[src/rtl/pipe_pkg.sv]
// -----------------------------------------------------------------------------
// pipe_pkg
// Shared definitions for the inter-stage pipeline register (pipe_stage_reg).
//   PC_W_DEF / INSTR_W_DEF : default field widths
//   NOP_INSTR              : instruction word left behind by a zeroing flush
//   stage_state_e          : occupancy of a stage, derived from its slot valids
// -----------------------------------------------------------------------------
package pipe_pkg;

    localparam int unsigned PC_W_DEF    = 32;
    localparam int unsigned INSTR_W_DEF = 32;

    localparam logic [31:0] NOP_INSTR   = 32'h0;

    // EMPTY: nothing held; FULL: main slot only; SKID: main and skid slots.
    typedef enum logic [1:0] {
        EMPTY = 2'd0,
        FULL  = 2'd1,
        SKID  = 2'd2
    } stage_state_e;

endpackage : pipe_pkg

[src/rtl/pipe_slot.sv]
// -----------------------------------------------------------------------------
// pipe_slot
// One storage slot of a pipeline stage: a valid bit plus a data register.
// Control priority: flush_i > load_i > drop_i.
//   clk, rst_n : clock, asynchronous active-low reset (clears valid and data)
//   flush_i    : clear valid; also zero the data when FLUSH_ZERO = 1
//   load_i     : capture data_i and set valid
//   drop_i     : clear valid, keep data (entry consumed downstream)
//   data_i     : data to capture
//   valid_o    : slot holds a live entry
//   data_o     : held data
// -----------------------------------------------------------------------------
module pipe_slot #(
    parameter int unsigned W          = 8,
    parameter bit          FLUSH_ZERO = 1'b1
) (
    input  logic         clk,
    input  logic         rst_n,
    input  logic         flush_i,
    input  logic         load_i,
    input  logic         drop_i,
    input  logic [W-1:0] data_i,
    output logic         valid_o,
    output logic [W-1:0] data_o
);

    logic         valid_q, valid_d;
    logic [W-1:0] data_q,  data_d;

    always_comb begin
        // NOTE: every signal gets its hold value first so no path leaves it
        // unassigned; otherwise synthesis would infer a latch.
        valid_d = valid_q;
        data_d  = data_q;
        if (flush_i) begin
            valid_d = 1'b0;
            if (FLUSH_ZERO) begin
                data_d = '0;
            end
        end else if (load_i) begin
            valid_d = 1'b1;
            data_d  = data_i;
        end else if (drop_i) begin
            valid_d = 1'b0;
        end
    end

    // NOTE: the data register is reset along with valid so the stage outputs
    // are defined zeros during and right after reset, not stale contents.
    always_ff @(posedge clk or negedge rst_n) begin
        if (!rst_n) begin
            valid_q <= 1'b0;
            data_q  <= '0;
        end else begin
            // NOTE: non-blocking assignments so every register samples the
            // pre-edge values, independent of statement order.
            valid_q <= valid_d;
            data_q  <= data_d;
        end
    end

    assign valid_o = valid_q;
    assign data_o  = data_q;

endmodule : pipe_slot

[src/rtl/pipe_stage_reg.sv]
// -----------------------------------------------------------------------------
// pipe_stage_reg
// Inter-stage pipeline register (IF2ID, ID2EX, EX2MEM, MEM2WB) carrying PC,
// instruction and a sideband payload with a valid/ready handshake, flush and a
// 2-entry skid buffer (main slot drives the outputs, skid slot absorbs one
// entry of back-pressure). in_ready comes straight from a register, so there
// is no combinational path from out_ready to in_ready.
//
// Optional build macro PIPE_STAGE_PERF_EN adds saturating perf counters
// perf_stall_cnt (out_valid & !out_ready cycles) and perf_bubble_cnt
// (!out_valid cycles after reset release).
//
// Ports:
//   clk              stage clock, rising edge
//   rst              asynchronous active-low reset
//   flush            kill all held and incoming entries this cycle
//   in_valid/ready   upstream handshake
//   in_next_pc, in_instruction, in_payload   upstream entry
//   out_valid/ready  downstream handshake
//   out_next_pc, out_instruction, out_payload held entry
// -----------------------------------------------------------------------------
module pipe_stage_reg
    import pipe_pkg::*;
#(
    parameter int unsigned PC_W       = PC_W_DEF,
    parameter int unsigned INSTR_W    = INSTR_W_DEF,
    parameter int unsigned PAYLOAD_W  = 8,
    parameter bit          FLUSH_ZERO = 1'b1
) (
    input  logic                 clk,
    input  logic                 rst,
    input  logic                 flush,
    input  logic                 in_valid,
    output logic                 in_ready,
    input  logic [PC_W-1:0]      in_next_pc,
    input  logic [INSTR_W-1:0]   in_instruction,
    input  logic [PAYLOAD_W-1:0] in_payload,
    output logic                 out_valid,
    input  logic                 out_ready,
    output logic [PC_W-1:0]      out_next_pc,
    output logic [INSTR_W-1:0]   out_instruction,
    output logic [PAYLOAD_W-1:0] out_payload
`ifdef PIPE_STAGE_PERF_EN
    ,
    output logic [31:0]          perf_stall_cnt,
    output logic [31:0]          perf_bubble_cnt
`endif
);

    localparam int unsigned DATA_W = PC_W + INSTR_W + PAYLOAD_W;

    logic [DATA_W-1:0] in_data;
    logic [DATA_W-1:0] main_data, skid_data, main_load_data;
    logic              main_v, skid_v;
    logic              accept, drain;
    logic              main_load, main_from_skid, main_drop;
    logic              skid_load, skid_drop;
    logic              skid_v_next;
    logic              in_ready_q, in_ready_d;
    stage_state_e      state;

    assign in_data = {in_next_pc, in_instruction, in_payload};

    assign accept = in_valid & in_ready_q;
    assign drain  = main_v & out_ready;

    // Occupancy is fully described by the two valid bits.
    always_comb begin
        if (skid_v)      state = SKID;
        else if (main_v) state = FULL;
        else             state = EMPTY;
    end

    always_comb begin
        main_load      = 1'b0;
        main_from_skid = 1'b0;
        main_drop      = 1'b0;
        skid_load      = 1'b0;
        skid_drop      = 1'b0;
        unique case (state)
            EMPTY: begin
                main_load = accept;
            end
            FULL: begin
                if (accept && drain) begin
                    main_load = 1'b1;
                end else if (accept) begin
                    // Downstream stalled: park the new entry, keep main stable.
                    skid_load = 1'b1;
                end else if (drain) begin
                    main_drop = 1'b1;
                end
            end
            SKID: begin
                // in_ready is low here, so only the skid-to-main move occurs.
                if (drain) begin
                    main_load      = 1'b1;
                    main_from_skid = 1'b1;
                    skid_drop      = 1'b1;
                end
            end
            default: ;
        endcase
    end

    assign main_load_data = main_from_skid ? skid_data : in_data;

    // in_ready for the next cycle is the complement of the next skid valid,
    // registered so it is visible at the port without any combinational logic.
    always_comb begin
        skid_v_next = skid_v;
        if (flush)          skid_v_next = 1'b0;
        else if (skid_load) skid_v_next = 1'b1;
        else if (skid_drop) skid_v_next = 1'b0;
        in_ready_d = ~skid_v_next;
    end

    always_ff @(posedge clk or negedge rst) begin
        if (!rst) begin
            in_ready_q <= 1'b0;
        end else begin
            in_ready_q <= in_ready_d;
        end
    end

    pipe_slot #(
        .W          (DATA_W),
        .FLUSH_ZERO (FLUSH_ZERO)
    ) u_main (
        .clk     (clk),
        .rst_n   (rst),
        .flush_i (flush),
        .load_i  (main_load),
        .drop_i  (main_drop),
        .data_i  (main_load_data),
        .valid_o (main_v),
        .data_o  (main_data)
    );

    pipe_slot #(
        .W          (DATA_W),
        .FLUSH_ZERO (FLUSH_ZERO)
    ) u_skid (
        .clk     (clk),
        .rst_n   (rst),
        .flush_i (flush),
        .load_i  (skid_load),
        .drop_i  (skid_drop),
        .data_i  (in_data),
        .valid_o (skid_v),
        .data_o  (skid_data)
    );

    assign in_ready  = in_ready_q;
    assign out_valid = main_v;
    assign {out_next_pc, out_instruction, out_payload} = main_data;

`ifdef PIPE_STAGE_PERF_EN
    logic [31:0] stall_q, stall_d;
    logic [31:0] bubble_q, bubble_d;

    // Saturating counters; flush does not touch them.
    always_comb begin
        stall_d  = stall_q;
        bubble_d = bubble_q;
        if (main_v && !out_ready && stall_q != 32'hFFFF_FFFF) begin
            stall_d = stall_q + 32'd1;
        end
        if (!main_v && bubble_q != 32'hFFFF_FFFF) begin
            bubble_d = bubble_q + 32'd1;
        end
    end

    always_ff @(posedge clk or negedge rst) begin
        if (!rst) begin
            stall_q  <= '0;
            bubble_q <= '0;
        end else begin
            stall_q  <= stall_d;
            bubble_q <= bubble_d;
        end
    end

    assign perf_stall_cnt  = stall_q;
    assign perf_bubble_cnt = bubble_q;
`endif

endmodule : pipe_stage_reg

[config.mk]
export PLATFORM = sky130hd
export DESIGN_NAME = pipe_stage_reg
export DESIGN_NICKNAME = d
export VERILOG_FILES = /design/src/rtl/pipe_pkg.sv /design/src/rtl/pipe_slot.sv /design/src/rtl/pipe_stage_reg.sv
export SDC_FILE = /design/constraint.sdc
export NUM_CORES = 1
export LEC_CHECK = 0
export CORE_ASPECT_RATIO = 0.5
export CORE_MARGIN = 3
export CORE_UTILIZATION = 40
export DETAILED_ROUTE_END_ITERATION = 8
export PLACE_DENSITY_LB_ADDON = 0.15
export RECOVER_POWER = 25
export SYNTH_ARGS = -nofsm -noshare
export SYNTH_HDL_FRONTEND = slang
export SYNTH_SLANG_ARGS = --single-unit
[constraint.sdc]
create_clock -name clk -period 1.57 [get_ports clk]
set_clock_uncertainty 0.05 [all_clocks]
set_input_delay 0.2355 -clock clk [delete_from_list [all_inputs] [get_ports clk]]
set_output_delay 0.2355 -clock clk [all_outputs]
set_load 0.05 [all_outputs]
Yosys cells after proc, flatten, opt, wreduce, memory -nomap -nowiden

Index checks and enable logic that the tools add are counted.

Equal/unequal tests: 2
Reduce and logical (&&, ||, !) cells: 5
Mux-type cells: 23
Bitwise gates (word level): 3

Operators by type and width:

| operator                                                        | number |
|---|---|
| 72-bit 2-to-1 mux                                               | 5 |
| 1-bit 2-to-1 mux                                                | 16 |
| 2-bit nonzero test                                              | 2 |
| 1-bit case mux with 3 select lines                              | 1 |
| 3-bit nonzero test                                              | 1 |
| 1-bit AND                                                       | 2 |
| 2-bit by 1-bit == test with 1-bit output, second input constant | 1 |
| 2-bit == test, second input constant                            | 1 |
| 2-bit logical NOT                                               | 1 |
| 2-bit 2-to-1 mux                                                | 1 |
| 1-bit logical AND                                               | 1 |
| 1-bit NOT                                                       | 1 |

Register bits after elaboration: 147
Output and inout port bits: 74
Word-level logic and storage cells: 38

Longest topological paths before layout

Gate-level depths: netlist of run 1.

Word-level depth: 8
Depth in mapped cells: 5
Mapped depth without buffers: 3

Hierarchy

Synthesis of run 1 repeated with hierarchy kept, for this count alone.

Cell total of the unflattened synthesis: 562
Area total of the unflattened synthesis: 7059.3 um2

Modules (own cells, without submodules):

| module         | instances | seq. area each (um2) | area each (um2) | cells an instance |
|---|---|---|---|---|
| pipe_slot      | 2         | 1826.8               | 3025.4          | 236 |
| pipe_stage_reg | 1         | 25.0                 | 1008.5          | 90 |

Least setup slack after synthesis of run 1

OpenSTA, ideal clock, no wires.

Kind: flip-flop to flip-flop
Start point: register u_main.valid_q (netlist: u_main.valid_o)
End point: register u_skid.data_q[0] (netlist: u_skid.data_o[0])
Buffers on the path: 2
Required time: 1.399 ns
Period minus slack after synthesis: 1.706 ns
Arrival time: 1.535 ns
Stages on the path, launching flop included: 6
Setup slack: -0.136 ns
Cell sequence: dfrtp_1 -> nand2b_4 -> o21ba_1 -> buf_6 -> buf_6 -> a22o_1

Longest elaborated chain between the ends: 5
Elaborated cells between the ends (all ways): 8
Those cells by class: eq/ne: 1; mux: 4; bitwise: 1; reduce/logical: 2

RTL lines:

| element                                                                      | RTL line                                   | source |
|---|---|---|
| start: declaration                                                           | pipe_slot.sv:27                            | `logic valid_q, valid_d;` |
| start signal: assignment                                                     | pipe_slot.sv:57                            | `valid_q <= valid_d;` |
| 1-bit 2-to-1 mux or 1-bit AND (tied branches)                                | pipe_stage_reg.sv:70, pipe_stage_reg.sv:65 |  |
| 2-bit 2-to-1 mux or 1-bit logical AND (tied branches)                        | pipe_stage_reg.sv:69, pipe_stage_reg.sv:85 |  |
| 2-bit by 1-bit == test with 1-bit output or 1-bit 2-to-1 mux (tied branches) | pipe_stage_reg.sv:80, pipe_stage_reg.sv:85 |  |
| 1-bit 2-to-1 mux (*)                                                         | pipe_stage_reg.sv:80                       | `unique case (state)` |
| 2-bit nonzero test (no source line) (*)                                      | --                                         |  |
| end signal: assignment                                                       | pipe_slot.sv:58                            | `data_q <= data_d;` |
| end: declaration                                                             | pipe_slot.sv:28                            | `logic [W-1:0] data_q, data_d;` |

Every way passes the cells marked *; elsewhere a longest branch is shown, timed or not.
A chain may end at the register's enable or synchronous reset.

Final worst setup path of run 1

Start point: register u_main.valid_q (netlist: u_main.valid_o)
End point: register u_main.data_q[62] (netlist: u_main.data_o[62])

Longest elaborated chain between the ends: 7
Elaborated cells between the ends (all ways): 15
Those cells by class: eq/ne: 2; mux: 9; bitwise: 1; reduce/logical: 3

RTL lines:

| element                | RTL line              | source |
|---|---|---|
| 1-bit 2-to-1 mux       | pipe_stage_reg.sv:70  | `else if (main_v) state = FULL;` |
| 2-bit 2-to-1 mux       | pipe_stage_reg.sv:69  | `if (skid_v) state = SKID;` |
| 2-bit == test          | pipe_stage_reg.sv:80  |  |
| 1-bit 2-to-1 mux       | pipe_stage_reg.sv:80  |  |
| 72-bit 2-to-1 mux      | pipe_stage_reg.sv:106 | `assign main_load_data = main_from_skid ? skid_data : in_data;` |
| 72-bit 2-to-1 mux      | pipe_slot.sv:40       | `end else if (load_i) begin` |
| 72-bit 2-to-1 mux      | pipe_slot.sv:35       | `if (flush_i) begin` |
| end signal: assignment | pipe_slot.sv:58       |  |
| end: declaration       | pipe_slot.sv:28       |  |

Several ways; a longest one is shown, not always the timed one. The select of a mux whose other input is x is not followed.

==> metrics, run 1 <==
H-tree levels 4; endpoints failing hold 0; routed wl met2 6967 um; Hold WC Path Type in -> async; kind of end point of the critical path flip-flop; Clock Tree Root clkbuf_16; Tcrit/Tclk final 95.38%; Design Area, Final 8512 um^2; relative slew slack 55.95%; CTS tree built; Overflow after GRT 0; setup violators final 0; Row Count 31; layout cells sized above 1 26.57%; first-pass GRT wire length 24610 um; VDD IR-drop max 752.5 uV; post-synthesis adder-cell area fraction 0%; top-area cell type share of the netlist area 59.65%; die area 17030 um^2; initial core utilization 41.73%; Max FO, Critical Path 42; Critical Path RT 1.85 ns; status completed; DP Area 7911 um^2; xor and xnor fraction of the mapped netlist area 0%; Post-Route WL 14740 um; clock sink total 147; Final Wtd Congestion 0.7334; kind of critical path reg -> reg; largest net degree at the start of global routing 51; # diodes 0; commonest non-fill, non-tap cells in the layout dfrtp_1 (145), buf_4 (82), clkdlybuf4s50_1 (75); register area share after synthesis 59.65%; number of iterations in the first detailed-routing pass 4; Synth Area in Compound Gates 22.52%; Final min period 1.498 ns; I/O pins 151; initial DRC count 266; uppermost layer routed met4; post-synthesis mux area share 11.69%; Max Clk Rate 667.8 MHz; vias per cell 5.355; Die H 93.80 um; Area growth syn-to-layout 38.02%; CTS Buf Count 17; initial antenna violation count 0; max-slew violations 0; Synth cell types 22; Worst Path Arrival 1.78 ns; Least-Margin Pin Slew 0.6608 ns; Die Wd 181.6 um; Syn Area/Cell 14.82 um^2; wire length on met3 655 um; vias in the first global route 4450; Post-route DRC 0; Syn Nets 493; Critical Path Source Type flip-flop; Synth Register Bits 147; Synth Warn # 0; core area 14780 um^2; post-route ant nets 0; IO buf count 150; simple-gate share of the synthesized area 1.177%; Vias 4225; DP Wirelength 9262 um; GRT Total Usage 18.04%; synthesized area 6167 um^2; Gate Count Post-Synth 416; CTS Buffer Depth 2; most common cell after layout, fill and taps aside dfrtp_1; Layout fillers 1235; PwrDens 1165 nW/um^2; DRT met1 WL 6974 um; Synth area leaders dfrtp_1 (60%), mux2i_1 (12%), a22o_1 (10%); CTS clk-pin slew, worst paths 0.06 ns; routed len/inst 18.69 um; Final nets 655; leakage 4.363 nW; fin cells 789; worst skew pair latency 0.41 ns; Max-Cap Viols 0; main combinational cell family by area after synthesis compound AO/OA/AOI/OAI gates; largest area contributor in the netlist dfrtp_1; placed insts 756
## final cells by class
class / instances / area [um^2] / area share (%)
multi-input cells: 229 / 2195 / 25.78
clock buffers: 19 / 452.9 / 5.321
clock inverters: 13 / 123.9 / 1.455
well taps: 198 / 247.7 / 2.910
inverters: 2 / 7.507 / 0.08820
repair buffers: 181 / 1804 / 21.20
flip-flops and latches: 147 / 3681 / 43.25
## critical path: stages, from the launching register on
cell       delay [ns]
dfrtp_2          0.44
nand2b_2         0.22
a31oi_4          0.25
buf_12           0.28
o2bb2ai_1        0.15
## flip-flops by register name, indices dropped and copies added, names as in the netlist
name            cells
u_skid.data_o      72
u_main.valid_o      1
u_main.data_o      72
u_skid.valid_o      1
in_ready            1
## where the power goes
group / switching [mW] / internal (mW) / total (mW)
Sequential: 0.143 / 4.00 / 4.14
Clock: 1.68 / 2.29 / 3.97
Combinational: 1.12 / 0.683 / 1.80
Total: 2.94 / 6.97 / 9.92
## cells in the mapped netlist
cell type / n
o21ai_0: 1
a22o_1: 72
nand3b_4: 1
buf_2: 17
nand3_1: 1
dfrtp_1: 147
o2bb2ai_1: 62
nand2b_2: 1
nor3_4: 1
a31oi_1: 1
nand4b_1: 1
a21oi_1: 1
a31oi_4: 1
mux2i_1: 72
a21o_1: 1
o2bb2ai_2: 10
o21ba_1: 1
buf_4: 6
inv_1: 2
nand2b_4: 1
a211o_2: 1
buf_6: 15
## cell families (layout without fill, tap and decap cells)
| logic type | count (synthesis) | count (layout) |
|---|---|---|
| compound gates | 151 | 151 |
| flops | 147 | 147 |
| mux | 72 | 72 |
| buf+inv | 40 | 215 |
| simple gates | 6 | 6 |
## timing repair
item                                    in CTS  in global routing
endpoints found under the setup margin      42                 60
hold buffers                                 1                  0
buffers inserted                             0                  0
resized for setup                            1                  5
endpoints found under the hold margin      147                  0
gates cloned                                 0                  0
pin swaps                                    0                  1
## per-stage QoR
stage / setup slack (ns) / hold slack, ns / power [mW] / TNS (ns) / util [%]
2_1_floorplan: 0.02268 / -0.1101 / 5.206 / 0 / -
3_3_place_gp: -0.3381 / 0.06226 / 6.011 / -36.10 / 53.53
3_5_place_dp: -0.3739 / 0.06005 / 6.016 / -36.85 / 53.53
4_1_cts: 0.04734 / 0.1893 / 10.02 / 0 / 57.53
5_1_grt: -0.006285 / 0.3920 / 10.30 / -0.006795 / 57.60
6_report: 0.07250 / 0.3414 / 9.915 / 0 / 57.60
## per-layer routing
layer  vias up  track usage [%]
li1       1950                -
met1      2164            24.66
met2       100            28.75
met3        11            4.447
met4         0            5.320
met5         -                0
## worst paths after layout
kind	slack [ns]	depth (start not counted)	from	to
setup reg to reg	0.07	4	u_main.valid_o	u_main.data_o[62]
min in group clk	0.40	2	in_next_pc[11]	u_skid.data_o[51]
setup / recovery	0.07	4	u_main.valid_o	u_main.data_o[62]
hold reg to reg	0.44	1	u_main.data_o[27]	u_main.data_o[27]
max in group asynchronous	0.42	3	rst	u_main.data_o[68]
hold / removal	0.34	2	rst	u_skid.data_o[16]
Note: power is estimated with default switching activity, not from simulation.
==> run 2: changes to the inputs <==
--- a/config.mk
+++ b/config.mk
@@ -7,7 +7,7 @@
 export LEC_CHECK = 0
 export CORE_ASPECT_RATIO = 0.5
 export CORE_MARGIN = 3
-export CORE_UTILIZATION = 40
+export CORE_UTILIZATION = 30
 export DETAILED_ROUTE_END_ITERATION = 8
 export PLACE_DENSITY_LB_ADDON = 0.15
 export RECOVER_POWER = 25
==> run 2 against run 1 <==
Global-route usage is 2.9 points lower. Register-to-register slack worse by 0.04 ns. Die area is 32% higher. Count of clock-buffer cells in the layout is 2 higher. Clock power is 3% higher. Highest routed layer unchanged.
==> metrics, run 2 (synthesized netlist as in run 1, its figures left out) <==
status completed; H-tree levels 4; CTS tree built; post-route ant nets 0; CTS clk-pin slew, worst paths 0.06 ns; Final Wtd Congestion 0.6886; die area 22420 um^2; CTS Buffer Depth 2; Vias 4296; setup violators final 0; crit path cell chain nand2b_2, a31oi_4, buf_4, buf_6, o2bb2ai_1; Die Wd 208.8 um; Final min period 1.534 ns; number of iterations in the first detailed-routing pass 4; PwrDens 1162 nW/um^2; # diodes 0; Tcrit/Tclk final 97.68%; Hold WC Path Type in -> async; Row Count 36; Clock Tree Root clkbuf_16; Final nets 668; commonest non-fill, non-tap cells in the layout dfrtp_1 (144), buf_4 (87), clkdlybuf4s50_1 (75); crit path from u_main.valid_o; Area growth syn-to-layout 41.73%; initial antenna violation count 0; clock sink total 147; Least-Margin Pin Slew 0.5058 ns; vias in the first global route 4650; Critical Path RT 1.86 ns; routed len/inst 19.71 um; VDD IR-drop max 565.3 uV; I/O pins 151; CTS Buf Count 17; core area 19820 um^2; Worst path max stage delay 0.46 ns; R2R cell count 5; max-slew violations 0; vias per cell 4.938; GRT Total Usage 15.13%; largest net degree at the start of global routing 54; layout cells sized above 1 27.48%; kind of end point of the critical path flip-flop; FF-to-FF Start u_main.valid_o; initial core utilization 31.12%; Reg2Reg Capture Point u_main.data_o[58]; endpoints failing hold 0; IO buf count 150; DP Wirelength 10520 um; Pwr Total 10.15 mW; CP endpoint u_main.data_o[58]; Critical Path Source Type flip-flop; initial DRC count 178; worst skew pair latency 0.41 ns; Max-Cap Viols 0; reg-to-reg slack, setup 0.04 ns; relative slew slack 66.28%; Overflow after GRT 0; most common cell after layout, fill and taps aside dfrtp_1; setup TNS 0 ns; kind of critical path reg -> reg; first-pass GRT wire length 26750 um; Post-route DRC 0; Hold Worst Slack 0.2275 ns; Post-Route WL 17150 um; slowest CP cell dfrtp_2; Worst Path Arrival 1.82 ns; Die H 107.4 um; Max FO, Critical Path 12; Max Clk Rate 652.0 MHz; leakage 4.443 nW
-- run 2: worst min path at each step --
stage / slack [ns] / to / startpoint / cells past startpoint
2_1_floorplan: -0.11 / in_ready / rst / 0
3_3_place_gp: 0.12 / u_skid.data_o[17] / rst / 1
3_5_place_dp: 0.12 / u_skid.data_o[17] / rst / 1
4_1_cts: 0.24 / u_skid.data_o[17] / rst / 2
5_1_grt: 0.24 / u_skid.data_o[17] / rst / 2
6_report: 0.23 / u_skid.data_o[17] / rst / 2
-- run 2: metal layers --
| metal | track usage [%] | share of wire (%) |
|---|---|---|
| met4 | 4.439 | 0.65 |
| met1 | 20.68 | 48 |
| met5 | 0 | 0 |
| met3 | 3.261 | 3.0 |
| met2 | 24.36 | 48 |
-- run 2: what timing repair did --
| item | CTS | global route |
|---|---|---|
| buffers inserted | 0 | 11 |
| gates resized for setup | 0 | 4 |
| hold buffers | 1 | 0 |
| hold endpoints to repair | 42 | 0 |
| setup endpoints to repair | 0 | 68 |
-- run 2: worst max-delay path: cells and delay by family, from the launching register on --
family | cells | cell delay [ns]
AO/OA/AOI/OAI | 2 | 0.32
buffers and inverters | 2 | 0.41
flip-flops | 1 | 0.46
AND/OR/NAND/NOR | 1 | 0.22
-- run 2: final cells by class --
type | instances | area (um^2)
Multi-Input combinational cell | 229 | 2201
Sequential cell | 147 | 3682
Inverter | 2 | 7.507
Clock inverter | 11 | 127.6
Clock buffer | 21 | 460.4
Tap cell | 266 | 332.8
Timing Repair Buffer | 194 | 1929
Fill cell | 1835 | 11080
-- run 2: per-stage QoR --
stage                     utilization [%]  cell area (um^2)  cells  worst slack [ns]
after floorplan                         -              6172    416           0.02268
after global placement              40.43              8013    822           -0.2483
after detailed placement            40.43              8013    822           -0.3050
after global routing                44.10              8741    870         -0.002779
final                               44.10              8741    870           0.03635
after CTS                           43.45              8611    855           0.01089
-- run 2: power breakdown --
part           total [mW]  leakage [nW]  switching, mW  internal [mW]
combinational        1.93          2.17           1.17          0.762
sequential           4.15          2.00          0.150           4.00
clock                4.07         0.280           1.64           2.44
